<file path="config.mk">
export PLATFORM = sky130hd
export DESIGN_NAME = score_reader
export DESIGN_NICKNAME = d
export VERILOG_FILES = /design/src/rtl/score_pkg.sv /design/src/rtl/register_row_mux.sv /design/src/rtl/score_reader.sv
export SDC_FILE = /design/constraint.sdc
export NUM_CORES = 1
export LEC_CHECK = 0
export ABC_CLOCK_PERIOD_IN_PS = 4400
export CORE_MARGIN = 1
export CORE_UTILIZATION = 30
export CTS_BUF_LIST = sky130_fd_sc_hd__clkbuf_4 sky130_fd_sc_hd__clkbuf_8 sky130_fd_sc_hd__clkbuf_16
export DETAILED_ROUTE_END_ITERATION = 8
export HOLD_SLACK_MARGIN = 0.06
export MAX_ROUTING_LAYER = met4
export PLACE_DENSITY = 0.67
export SLEW_MARGIN = 20
export SYNTH_ARGS = -nofsm -noshare
export SYNTH_HDL_FRONTEND = slang
export SYNTH_HIERARCHICAL = 1
export SYNTH_SLANG_ARGS = --single-unit
export TNS_END_PERCENT = 20
</file>
<file path="constraint.sdc">
create_clock -name Clock -period 4.4 [get_ports Clock]
set_clock_uncertainty 0.05 [all_clocks]
set_input_delay 0.88 -clock Clock [delete_from_list [all_inputs] [get_ports Clock]]
set_output_delay 0.88 -clock Clock [all_outputs]
set_load 0.02 [all_outputs]
</file>
<file path="src/rtl/score_pkg.sv">
// Shared definitions for the reaction-time read path.
//   SCORE_WIDTH / SCORE_DEPTH : default row width and row count of the register file
//   SCORE_MAX                 : all-ones score, used as the "no result yet" value
//   score_state_t             : read sequencer states
package score_pkg;

   localparam int unsigned SCORE_WIDTH = 13;
   localparam int unsigned SCORE_DEPTH = 8;

   localparam logic [SCORE_WIDTH-1:0] SCORE_MAX = '1;

   typedef enum logic [1:0] {
      IDLE  = 2'd0,
      FETCH = 2'd1,
      SEND  = 2'd2,
      DONE  = 2'd3
   } score_state_t;

endpackage

</file>
<file path="src/rtl/register_row_mux.sv">
// Combinational row selector for the flattened register file outputs.
//   rows_flat : all rows, row k at bits [k*WIDTH +: WIDTH]
//   addr      : row index; indices >= DEPTH select zero
//   row       : selected row value
module register_row_mux
   import score_pkg::*;
#(
   parameter int unsigned WIDTH = SCORE_WIDTH,
   parameter int unsigned DEPTH = SCORE_DEPTH,
   parameter int unsigned AW    = 4
) (
   input  logic [WIDTH*DEPTH-1:0] rows_flat,
   input  logic [AW-1:0]          addr,
   output logic [WIDTH-1:0]       row
);

   always_comb begin
      row = '0;
      for (int unsigned k = 0; k < DEPTH; k++) begin
         if (addr == AW'(k)) begin
            row = rows_flat[k*WIDTH +: WIDTH];
         end
      end
   end

endmodule

</file>
<file path="src/rtl/score_reader.sv">
// Read-side sequencer for the reaction-time register file. On Start it walks
// rows 0..min(Count,DEPTH)-1 and streams each row over a valid/ready interface,
// then pulses Done.
// Optional feature macro: SCORE_READER_BEST_EN adds the Best output (running
// minimum of the streamed beats, all-ones when nothing has been streamed).
// Ports:
//   Clock, Reset        : rising-edge clock, synchronous active-high reset
//   Start, Count        : begin a walk (sampled in IDLE), rows to read (latched)
//   RowsFlat            : flattened register rows, row k at [k*WIDTH +: WIDTH]
//   OutData/OutValid/OutLast, OutReady : output stream and consumer back-pressure
//   Busy, Done          : walk in progress, one-cycle completion pulse
//   Best                : (SCORE_READER_BEST_EN only) minimum accepted beat
module score_reader
   import score_pkg::*;
#(
   parameter int unsigned WIDTH = SCORE_WIDTH,
   parameter int unsigned DEPTH = SCORE_DEPTH,
   parameter int unsigned CNT_W = 4
) (
   input  logic                   Clock,
   input  logic                   Reset,
   input  logic                   Start,
   input  logic [CNT_W-1:0]       Count,
   input  logic [WIDTH*DEPTH-1:0] RowsFlat,
   output logic [WIDTH-1:0]       OutData,
   output logic                   OutValid,
   input  logic                   OutReady,
   output logic                   OutLast,
   output logic                   Busy,
`ifdef SCORE_READER_BEST_EN
   output logic [WIDTH-1:0]       Best,
`endif
   output logic                   Done
);

   score_state_t     state, state_next;
   logic [CNT_W-1:0] addr;
   logic [CNT_W-1:0] num_rows;
   logic [CNT_W-1:0] count_clamped;
   logic [WIDTH-1:0] row;
   logic             handshake;

   register_row_mux #(
      .WIDTH (WIDTH),
      .DEPTH (DEPTH),
      .AW    (CNT_W)
   ) u_row_mux (
      .rows_flat (RowsFlat),
      .addr      (addr),
      .row       (row)
   );

   assign count_clamped = (Count > CNT_W'(DEPTH)) ? CNT_W'(DEPTH) : Count;
   assign handshake     = (state == SEND) && OutValid && OutReady;

   always_ff @(posedge Clock) begin
      if (Reset) begin
         state <= IDLE;
      end else begin
         state <= state_next;
      end
   end

   always_comb begin
      state_next = state;
      Busy       = 1'b1;
      Done       = 1'b0;
      case (state)
         IDLE: begin
            Busy = 1'b0;
            if (Start) begin
               state_next = (count_clamped == '0) ? DONE : FETCH;
            end
         end
         FETCH: state_next = SEND;
         SEND: begin
            if (handshake) begin
               state_next = OutLast ? DONE : FETCH;
            end
         end
         DONE: begin
            Done       = 1'b1;
            state_next = IDLE;
         end
         default: state_next = IDLE;
      endcase
   end

   always_ff @(posedge Clock) begin
      if (Reset) begin
         OutData  <= '0;
         OutValid <= 1'b0;
         OutLast  <= 1'b0;
         addr     <= '0;
         num_rows <= '0;
      end else begin
         case (state)
            IDLE: begin
               if (Start) begin
                  num_rows <= count_clamped;
                  addr     <= '0;
               end
            end
            FETCH: begin
               OutData  <= row;
               OutLast  <= (addr == num_rows - CNT_W'(1));
               OutValid <= 1'b1;
            end
            SEND: begin
               if (handshake) begin
                  OutValid <= 1'b0;
                  if (!OutLast) begin
                     addr <= addr + CNT_W'(1);
                  end
               end
            end
            DONE: OutLast <= 1'b0;
            default: ;
         endcase
      end
   end

`ifdef SCORE_READER_BEST_EN
   always_ff @(posedge Clock) begin
      if (Reset) begin
         Best <= '1;
      end else if (state == IDLE && Start) begin
         Best <= '1;
      end else if (handshake && (OutData < Best)) begin
         Best <= OutData;
      end
   end
`endif

endmodule
</file>
-- Yosys cells after proc, flatten, opt, wreduce, memory -nomap -nowiden
Index checks and enable logic that the tools add are counted.
W data, S select, Z words.
- input port bits: 112
- output and inout bits: 17
- word-level logic and storage cells: 58
- register bits: 25
- $lt $le $gt $ge: 1
- equal/unequal tests: 14
- reductions and logical operators: 12
- multiplexer cells: 23
- add/subtract/negate cells: 2
- operator list (cell ; count):
    $mux W13 ; 8
    $eq A4 B3 Y1 const B ; 4
    $mux W4 ; 4
    $eq A4 B2 Y1 const B ; 2
    $logic_not A4 Y1 ; 2
    $mux W2 ; 4
    $pmux W2 S4 ; 1
    $pmux W4 S2 ; 1
    $ne A2 B2 Y1 const B ; 3
    $reduce_and A2 Y1 ; 3
    $reduce_bool A2 Y1 ; 3
    $add A4 B1 Y4 const B ; 1
    $eq A2 B2 Y1 const B ; 2
    $eq A4 B1 Y1 const B ; 1
    $eq A4 B4 Y1 ; 1
    $gt A4 B4 Y1 const B ; 1
    $pmux W1 S2 ; 2
    $reduce_and A4 Y1 ; 1
    $sub A4 B1 Y4 const B ; 1
    $mux W1 ; 3
    $eq A2 B1 Y1 const B ; 1
    $logic_and A1 B1 Y1 ; 2
    $logic_not A2 Y1 ; 1

-- Logic depth before layout (Yosys ltp)
Gate-level depths: netlist (run 1).
- depth after elaboration: 9
- gate-level depth with buffers: 9
- gate-level depth less buffers: 6

-- Modules after synthesis
Netlist (run 1), hierarchy kept.
- by module, submodules not included (module ; area an instance (um^2) ; times used ; seq. area each (um^2) ; cells an instance):
    score_reader ; 1093.5 ; 1 ; 500.5 ; 139
    register_row_mux ; 1026.0 ; 1 ; 0.0 ; 119

-- Worst setup path before layout (run 1)
Ideal clock, no wire load.
- path type: input to register
- start point: input port OutReady
- end point: register addr[3]
- data required time: 4280 ps
- setup slack: 2512 ps
- arrival: 1768 ps
- setup time: 70 ps
- cell stages on the path: 5
- buffers on the path: 1
- cells stage by stage: and4b_1 buf_4 nand4_1 or4_1 a21oi_1
- cells in the longest elaborated chain, start to end: 3
- ends and longest elaborated chain (what ; line ; text):
    from (decl) ; score_reader.sv:27 ; input logic OutReady,
    $logic_and A1 B1 Y1 ; score_reader.sv:54 ; assign handshake = (state == SEND) && OutValid && OutReady;
    $ne A2 B2 Y1 (no line) ; - ;
    $reduce_and A4 Y1 (no line) ; - ;
    to (signal assigned) ; score_reader.sv:113 ; addr <= addr + CNT_W'(1);
    to (decl) ; score_reader.sv:37 ; logic [CNT_W-1:0] addr;
No other way between the ends.
A chain may end at the register's enable or synchronous reset.

-- Worst setup path in the final report (run 1)
- start point: register state[0]
- end point: output port Busy
- cells in the longest elaborated chain, start to end: 2
- ends and longest elaborated chain (what ; line ; text):
    from (decl) ; score_reader.sv:36 ; score_state_t state, state_next;
    from (signal assigned) ; score_reader.sv:60 ; state <= state_next;
    $logic_not A2 Y1 ; score_reader.sv:68 ; case (state)
    $mux W1 ; score_reader.sv:68 ;
    to (decl) ; score_reader.sv:29 ; output logic Busy,
No other way between the ends.

==> results of run 1 <==
-- per-layer routing --
metal | routed length [um] | track usage
met5 | 0 | -
met1 | 3200 | 0.239
met3 | 514 | 0.0337
met2 | 3510 | 0.363
met4 | 138 | 0.0530
-- worst max-delay path, stage by stage, from the launching register on --
cell             delay, ps
dfxtp_1                590
nor2_1                 140
inv_1                   80
clkdlybuf4s50_1        590
-- power groups by stage --
stage | clock network (mW) | logic [mW] | registers (mW)
after global routing | 0.151 | 0.218 | 0.249
after detailed placement | 0 | 0.202 | 0.252
after CTS | 0.143 | 0.203 | 0.247
final | 0.138 | 0.202 | 0.247
after floorplan | 0 | 0.0686 | 0.256
after global placement | 0 | 0.199 | 0.252
-- cell type report --
cell class	count	area, um2
Sequential cell	25	502
Timing Repair Buffer	131	1300
Fill cell	682	3340
Clock inverter	1	7.51
Multi-Input combinational cell	209	1470
Inverter	4	15.0
Tap cell	96	120
Clock buffer	3	41.3
-- cells by family after synthesis --
logic type,share of synthesized area
xor+xnor,0.0207
compound gates,0.210
flops,0.236
buf+inv,0.0708
fa+ha+maj,0.0118
mux,0.230
simple gates,0.221
-- cells in the mapped netlist, types with 5 or more instances --
| cell type | n | area [um2] |
|---|---|---|
| mux2_2 | 9 | 101 |
| dfxtp_1 | 25 | 500 |
| o21ai_0 | 10 | 50.1 |
| mux2_4 | 6 | 90.1 |
| nor2b_1 | 11 | 68.8 |
| nor3_1 | 7 | 35.0 |
| mux4_2 | 6 | 135 |
| a22oi_1 | 9 | 67.6 |
| nand2b_1 | 6 | 37.5 |
| mux2i_1 | 15 | 150 |
| a221oi_1 | 7 | 61.3 |
| nand2_1 | 35 | 131 |
| a21oi_1 | 29 | 145 |
| buf_4 | 5 | 37.5 |
| nor2_1 | 17 | 63.8 |
| clkbuf_1 | 7 | 26.3 |
-- registers in the layout, summed over array words and instances (netlist names) --
signal and count:
OutData 13, state 2, num_rows 4, addr 4
OutLast 1, OutValid 1
-- how the worst max path moves through the flow --
stage | to | depth (start not counted)
6_report | Busy | 3
5_1_grt | Busy | 3
4_1_cts | Busy | 3
3_5_place_dp | OutLast | 3
3_3_place_gp | addr[3] | 5
2_1_floorplan | addr[3] | 5
-- per-stage QoR --
stage / utilization / cell area, um2 / hold WS [ps] / std cells
after CTS: 0.509 / 3460 / 418 / 469
after floorplan: - / 2120 / 395 / 258
after global placement: 0.502 / 3410 / 399 / 465
after global routing: 0.509 / 3460 / 436 / 469
after detailed placement: 0.502 / 3410 / 405 / 465
final: 0.509 / 3460 / 413 / 469
==> flow_metrics.py, run 1 <==
metrics = {
    "outcome": {
        "status": "complete, no violations",
    },
    "clock_network": {
        "tritoncts": "yes",
        "path_clk_slew_ps": 90,
        "cts_buffers": 3,
        "cts_resized": 0,
        "cts-root-buf": "clkbuf_8",
        "clockBufferDepth": 2,
        "clk_latency_ps": 270,
        "cts_max_level": 1,
        "cts_sinks": 25,
        "cts_hold_buf": 0,
        "cts_setup_buffers": 0,
    },
    "timing": {
        "setup_violations": 0,
        "layout_setup_ws_ps": 1800,
        "max_freq_mhz": 385,
        "slew_violations": 0,
        "fin_setup_tns_ps": 0,
        "min_period_over_period": 0.591,
        "hold_viol": 0,
        "timing.final.crit_period_ps": 2600,
        "worstMarginPinSlew_ps": 970,
        "slew_headroom": 0.352,
        "rsz0062_at_grt": "false",
    },
    "worst_setup_path": {
        "timing.rr.end": "OutData[9]",
        "reg2reg_slack_ps": 2000,
        "cp.arrival_ps": 1670,
        "reg2reg_depth": 6,
        "required_ps": 3470,
        "crit_start": "state[0]",
        "cp_max_fo": 15,
        "worstSetupEndpointType": "output pin",
        "cp-start-kind": "flip-flop",
        "worstSetupPathType": "flip-flop to output pin",
        "worstReg2RegStart": "addr[0]",
    },
    "pwr": {
        "clkPwrFrac": 0.235,
        "p_switching_mw": 0.151,
        "swShare": 0.258,
        "combPwrFrac": 0.344,
        "p_leak_nw": 1.16,
        "irDropWorstVdd_mv": 0.177,
        "p_int_mw": 0.435,
        "p_seq_frac": 0.421,
        "powerDensity_mw_per_mm2": 169,
        "power_mw": 0.586,
    },
    "logic_synthesis": {
        "ys_warn_count": 6,
        "ys_seq_area_frac": 0.236,
        "syn_inst": 258,
        "synth.distinct_cells": 47,
        "ys_async_sr_fraction": 0,
        "synth-edff-count": 0,
        "syn_avg_cell_area_um2": 8.22,
        "synth.net_count": 372,
        "synth_seq_cells": 25,
        "synth_area_mm2": 0.00212,
        "synthFlopType": "dfxtp_1",
    },
    "global_route": {
        "first_global_vias": 2368,
        "grt-ovfl-total": 0,
        "antenna_found_initial": 0,
        "globalRouteTotalUtil": 0.205,
        "grt_pass1_wl_um": 11700,
        "grt_max_degree": 38,
    },
    "place": {
        "finalWeightedCongestion": 0.794,
        "dp_hpwl_um": 5800,
        "port_buffers": 128,
        "place_ws_ps": 1830,
    },
    "die": {
        "rows": 30,
        "die_height_um": 86.1,
        "dieArea_mm2": 0.00741,
        "core_region_area_mm2": 0.00679,
        "initial_core_util": 0.312,
        "fp.dieW_um": 86.1,
        "io_pins": 129,
    },
    "hold_path": {
        "hold_depth": 2,
        "min_from": "OutData[3]",
        "hp-class": "flip-flop to flip-flop",
        "min_to": "OutData[3]",
    },
    "cells_and_area": {
        "nets": 488,
        "drive_gt1_frac": 0.0885,
        "syn_to_final_growth_pct": 63.2,
        "final_common_cell": "clkdlybuf4s50_1",
        "final_cell_mix": "128 x clkdlybuf4s50_1, 35 x nand2_1, 29 x a21oi_1, 24 x dfxtp_1, 17 x nor2_1",
        "num_antenna_cells": 0,
    },
    "drt": {
        "drc": 0,
        "drt-pass1-iter-count": 4,
        "final_antenna_net_count": 0,
        "drt_wl_total_um": 7360,
        "vias_per_cell": 5.04,
        "drtIter0Drc": 107,
        "post_drt_wl_per_cell_um": 15.7,
        "num_vias": 2363,
    },
    "job": {
        "cap_violations": 0,
    },
}
Note: power is estimated with default switching activity, not from simulation.
==> run 2: changes to the inputs <==
--- a/config.mk
+++ b/config.mk
@@ -5,14 +5,14 @@
 export SDC_FILE = /design/constraint.sdc
 export NUM_CORES = 1
 export LEC_CHECK = 0
-export ABC_CLOCK_PERIOD_IN_PS = 4400
+export ABC_CLOCK_PERIOD_IN_PS = 2310
 export CORE_MARGIN = 1
 export CORE_UTILIZATION = 30
 export CTS_BUF_LIST = sky130_fd_sc_hd__clkbuf_4 sky130_fd_sc_hd__clkbuf_8 sky130_fd_sc_hd__clkbuf_16
 export DETAILED_ROUTE_END_ITERATION = 8
 export HOLD_SLACK_MARGIN = 0.06
 export MAX_ROUTING_LAYER = met4
-export PLACE_DENSITY = 0.67
+export PLACE_DENSITY = 0.7
 export SLEW_MARGIN = 20
 export SYNTH_ARGS = -nofsm -noshare
 export SYNTH_HDL_FRONTEND = slang
==> constraint.sdc (replaced) <==
create_clock -name Clock -period 2.31 [get_ports Clock]
set_clock_uncertainty 0.05 [all_clocks]
set_input_delay 0.462 -clock Clock [delete_from_list [all_inputs] [get_ports Clock]]
set_output_delay 0.462 -clock Clock [all_outputs]
set_load 0.02 [all_outputs]
==> run 2 against run 1 <==
Critical path type is now flip-flop to flip-flop. Worst setup slack worse by 1600 ps. Utilization up 1.5 points. Sequential power up 89%. Non-clock buffer count up 10. Flip-flop and latch count unchanged. Global-route usage up 0.90 points. Critical path depth up 3. Routed wire length up 5.0%. Worst hold slack worse by 5.0 ps. Die area unchanged. First-iteration DRC count down 33%.
==> flow_metrics.py, run 2 (synthesis results as in run 1) <==
metrics = {
    "outcome": {
        "status": "complete, no violations",
    },
    "worst_setup_path": {
        "worstSetupPathType": "flip-flop to flip-flop",
        "worstSetupEndpointType": "flip-flop",
        "reg2reg_slack_ps": 230,
        "worstReg2RegStart": "addr[1]",
        "cp.arrival_ps": 2240,
        "cp-start-kind": "flip-flop",
        "timing.rr.end": "OutData[5]",
        "cp_max_fo": 16,
        "required_ps": 2470,
        "reg2reg_depth": 6,
    },
    "timing": {
        "fin_setup_tns_ps": 0,
        "rsz0062_at_grt": "false",
        "hold_viol": 0,
        "max_freq_mhz": 480,
        "setup_violations": 0,
        "worstMarginPinSlew_ps": 660,
        "min_period_over_period": 0.902,
        "slew_headroom": 0.559,
        "timing.final.crit_period_ps": 2080,
        "slew_violations": 0,
    },
    "global_route": {
        "first_global_vias": 2411,
        "grt_max_degree": 21,
        "grt-ovfl-total": 0,
        "grt_pass1_wl_um": 12100,
        "antenna_found_initial": 0,
        "globalRouteTotalUtil": 0.214,
    },
    "drt": {
        "num_vias": 2446,
        "drt-pass1-iter-count": 4,
        "drtIter0Drc": 72,
        "drt_wl_total_um": 7730,
        "post_drt_wl_per_cell_um": 16.1,
        "final_antenna_net_count": 0,
        "vias_per_cell": 5.11,
        "drc": 0,
    },
    "place": {
        "port_buffers": 128,
        "finalWeightedCongestion": 0.861,
        "dp_hpwl_um": 6130,
    },
    "clock_network": {
        "clockBufferDepth": 2,
        "tritoncts": "yes",
        "cts_setup_buffers": 0,
        "cts-root-buf": "clkbuf_8",
        "clk_latency_ps": 270,
        "cts_buffers": 3,
        "path_clk_slew_ps": 90,
        "cts_max_level": 1,
        "cts_hold_buf": 0,
        "cts_sinks": 25,
        "cts_resized": 0,
    },
    "cells_and_area": {
        "syn_to_final_growth_pct": 67.9,
        "final_cell_mix": "128 x clkdlybuf4s50_1, 35 x nand2_1, 29 x a21oi_1, 24 x dfxtp_1, 17 x nor2_1",
        "top_regs": "OutData: 13 flops, addr: 4 flops, num_rows: 4 flops",
        "nFillCells": 676,
        "final_common_cell": "clkdlybuf4s50_1",
        "num_antenna_cells": 0,
        "drive_gt1_frac": 0.112,
        "largest-register": "OutData",
        "nets": 498,
        "largest_register_ffs": 13,
    },
    "hold_path": {
        "min_from": "OutData[12]",
        "hp-class": "flip-flop to flip-flop",
        "min_to": "OutData[12]",
        "hold_depth": 2,
    },
    "die": {
        "io_pins": 129,
        "initial_core_util": 0.312,
        "die_height_um": 86.1,
        "fp.dieW_um": 86.1,
        "dieArea_mm2": 0.00741,
        "rows": 30,
        "core_region_area_mm2": 0.00679,
    },
    "pwr": {
        "p_leak_nw": 1.22,
        "powerDensity_mw_per_mm2": 319,
        "power_mw": 1.14,
        "irDropWorstVdd_mv": 0.433,
    },
    "job": {
        "cap_violations": 0,
    },
}
[run 2: cell count changes in the layout (fill, tap and decap cells not counted)]
cell and delta:
buf_4 +8, clkinvlp_4 -1, clkbuf_4 +1, buf_12 +2
[run 2: stage by stage]
step | hold slack [ps] | worst slack, ps | utilization | instances | area (um2)
after floorplan | 395 | 633 | - | 258 | 2120
after global placement | 397 | 338 | 0.517 | 475 | 3510
after detailed placement | 399 | 249 | 0.517 | 475 | 3510
after CTS | 411 | 226 | 0.524 | 479 | 3560
after global routing | 432 | 42.4 | 0.524 | 479 | 3560
final | 408 | 228 | 0.524 | 479 | 3560
[run 2: power by group]
group	internal, mW	leakage [nW]	total, mW	switching [mW]
clock	0.135	0.0262	0.275	0.140
combinational	0.260	0.992	0.396	0.136
sequential	0.451	0.204	0.466	0.0154
total	0.845	1.22	1.14	0.291
[run 2: critical path, cell delays in order (launching register included)]
cell and delay, ps:
dfxtp_1 750, inv_1 220, nor3_2 480, a221oi_1 130, o21ai_0 160, nand2_1 90
a21oi_1 130
[run 2: worst max path at each step]
stage	startpoint	to	depth (start not counted)	slack [ps]
after floorplan	addr[0]	OutData[2]	7	630
after global placement	addr[2]	OutData[5]	6	340
after detailed placement	addr[1]	OutData[5]	6	250
after CTS	state[1]	Busy	3	230
after global routing	addr[1]	OutData[9]	6	40
final	addr[1]	OutData[5]	6	230
[run 2: layout make-up]
type	instances	area, um2	area share
clock buffers	4	48.8	0.0137
inverters	4	15.0	0.00422
multi-input cells	209	1470	0.413
flip-flops and latches	25	502	0.141
well taps	96	120	0.0338
repair buffers	141	1400	0.395
[run 2: metal layers]
metal  track usage  part of all wire  up-vias
li1              -                 -     1200
met1         0.262              0.43     1146
met2         0.369              0.48       94
met3        0.0472             0.089        6
met4        0.0273            0.0082        0
met5             -                 0        -
==> run 3: changes to the inputs <==
--- a/config.mk
+++ b/config.mk
@@ -10,6 +10,7 @@
 export CORE_UTILIZATION = 30
 export CTS_BUF_LIST = sky130_fd_sc_hd__clkbuf_4 sky130_fd_sc_hd__clkbuf_8 sky130_fd_sc_hd__clkbuf_16
 export DETAILED_ROUTE_END_ITERATION = 8
+export GPL_TIMING_DRIVEN = 0
 export HOLD_SLACK_MARGIN = 0.06
 export MAX_ROUTING_LAYER = met4
 export PLACE_DENSITY = 0.7
==> run 3 against run 2 <==
Cell count rose by 1.3%. Utilization barely moved. Flip-flop and latch count did not move. Routed wire length fell by 1.1%. First-iteration DRC count rose by 67%. Critical path depth fell by 3. Combinational power rose by 1%. Sequential share of layout area barely moved. Power barely moved. Highest routed layer unchanged.
==> flow_metrics.py, run 3 (synthesis results as in run 1) <==
metrics = {
    "job": {
        "cap_violations": 0,
    },
    "pwr": {
        "p_int_mw": 0.845,
        "powerDensity_mw_per_mm2": 319,
        "swShare": 0.257,
        "clkPwrFrac": 0.240,
        "p_switching_mw": 0.292,
        "p_leak_nw": 1.23,
        "combPwrFrac": 0.352,
        "irDropWorstVdd_mv": 0.264,
        "p_seq_frac": 0.408,
    },
    "place": {
        "finalWeightedCongestion": 0.760,
        "dp_hpwl_um": 6250,
        "port_buffers": 127,
    },
    "timing": {
        "slew_headroom": 0.530,
        "slew_violations": 0,
        "worstMarginPinSlew_ps": 700,
        "rsz0062_at_grt": "false",
        "setup_violations": 0,
        "holdWs_ps": 408,
        "min_period_over_period": 0.957,
        "hold_viol": 0,
        "max_freq_mhz": 452,
        "timing.final.crit_period_ps": 2210,
        "fin_setup_tns_ps": 0,
    },
    "drt": {
        "drt_wl_total_um": 7640,
        "post_drt_wl_per_cell_um": 15.8,
        "num_vias": 2447,
        "drt-pass1-iter-count": 4,
        "drc": 0,
        "drtIter0Drc": 120,
        "final_antenna_net_count": 0,
        "vias_per_cell": 5.05,
    },
    "cells_and_area": {
        "nFillCells": 650,
        "register_area_um2": 500,
        "multi_input_area_mm2": 0.00147,
        "final_common_cell": "clkdlybuf4s50_1",
        "num_antenna_cells": 0,
        "utilization": 0.524,
        "top_regs": "OutData: 13 flops, addr: 4 flops, num_rows: 4 flops",
        "nets": 504,
        "largest-register": "OutData",
        "syn_to_final_growth_pct": 68.0,
        "largest_register_ffs": 13,
        "final_cell_mix": "127 x clkdlybuf4s50_1, 35 x nand2_1, 29 x a21oi_1, 25 x dfxtp_1, 17 x nor2_1",
        "drive_gt1_frac": 0.111,
    },
    "clock_network": {
        "clk_latency_ps": 270,
        "tritoncts": "yes",
        "cts-root-buf": "clkbuf_8",
        "path_clk_slew_ps": 90,
        "clockBufferDepth": 2,
        "cts_sinks": 25,
        "cts_buffers": 3,
        "cts_max_level": 1,
        "cts_setup_buffers": 0,
    },
    "global_route": {
        "grt-ovfl-total": 0,
        "grt_pass1_wl_um": 11800,
        "antenna_found_initial": 0,
        "first_global_vias": 2451,
        "globalRouteTotalUtil": 0.209,
        "grt_max_degree": 14,
    },
    "die": {
        "rows": 30,
        "io_pins": 129,
        "core_region_area_mm2": 0.00679,
        "die_height_um": 86.1,
        "fp.dieW_um": 86.1,
        "dieArea_mm2": 0.00741,
        "initial_core_util": 0.312,
    },
    "worst_setup_path": {
        "cp-start-kind": "flip-flop",
        "reg2reg_slack_ps": 290,
        "cp_max_fo": 10,
        "required_ps": 1800,
        "worstSetupPathType": "flip-flop to output pin",
        "worstSetupEndpointType": "output pin",
        "cp.arrival_ps": 1700,
    },
    "hold_path": {
        "hp-class": "flip-flop to flip-flop",
    },
    "outcome": {
        "status": "complete, no violations",
    },
}
[run 3: cell count changes in the layout (fill, tap and decap cells not counted), sizes merged]
| cell | previous run | this run |
|---|---|---|
| clkbuf | 4 | 12 |
| buf | 13 | 12 |
| clkdlybuf4s50 | 128 | 127 |
[run 3: power by group through the flow]
stage          clock (mW)  sequential (mW)  combinational, mW
3_5_place_dp            0            0.474              0.398
2_1_floorplan           0            0.488              0.131
6_report            0.273            0.464              0.400
3_3_place_gp            0            0.473              0.392
5_1_grt             0.302            0.466              0.429
4_1_cts             0.281            0.464              0.401
[run 3: critical path: stages, from the launching register on]
cell,delay (ps)
dfxtp_1,420
clkbuf_2,260
and2_1,160
clkdlybuf4s50_1,600
[run 3: path summary, 6_finish.rpt]
| kind | cells past startpoint | end | startpoint |
|---|---|---|---|
| worst max register to register | 8 | OutData[1] | addr[1] |
| worst min register to register | 2 | OutData[3] | OutData[3] |
| worst max-delay path | 3 | Done | state[0] |
| worst min-delay path | 2 | OutData[3] | OutData[3] |
[run 3: final cells by class]
class                      instances  area share
buffer                            20      0.0383
tap                               96      0.0337
multi-input combinational        209       0.413
sequential                        25       0.141
inverter                           4     0.00422
timing repair buffer             127       0.357
clock buffer                       4      0.0137
[run 3: metal layers]
metal	wire, um	global-route usage	up-vias
met1	3190	0.248	1117
li1	-	-	1209
met5	0	-	-
met3	550	0.0414	14
met4	182	0.0606	0
met2	3710	0.359	107
[run 3: what timing repair did]
action / in CTS / in global routing
endpoints found under the setup margin: 1 / 0
gates resized for setup: 1 / 0
hold buffers: 0 / 0
[run 3: stage by stage]
step | worst slack (ps) | total power, mW | std cells | area (um2)
6_report | 99.0 | 1.14 | 485 | 3560
5_1_grt | 4.35 | 1.20 | 485 | 3560
3_5_place_dp | 227 | 0.872 | 481 | 3510
4_1_cts | 84.1 | 1.15 | 485 | 3560
3_3_place_gp | 261 | 0.865 | 481 | 3510
2_1_floorplan | 633 | 0.618 | 258 | 2120
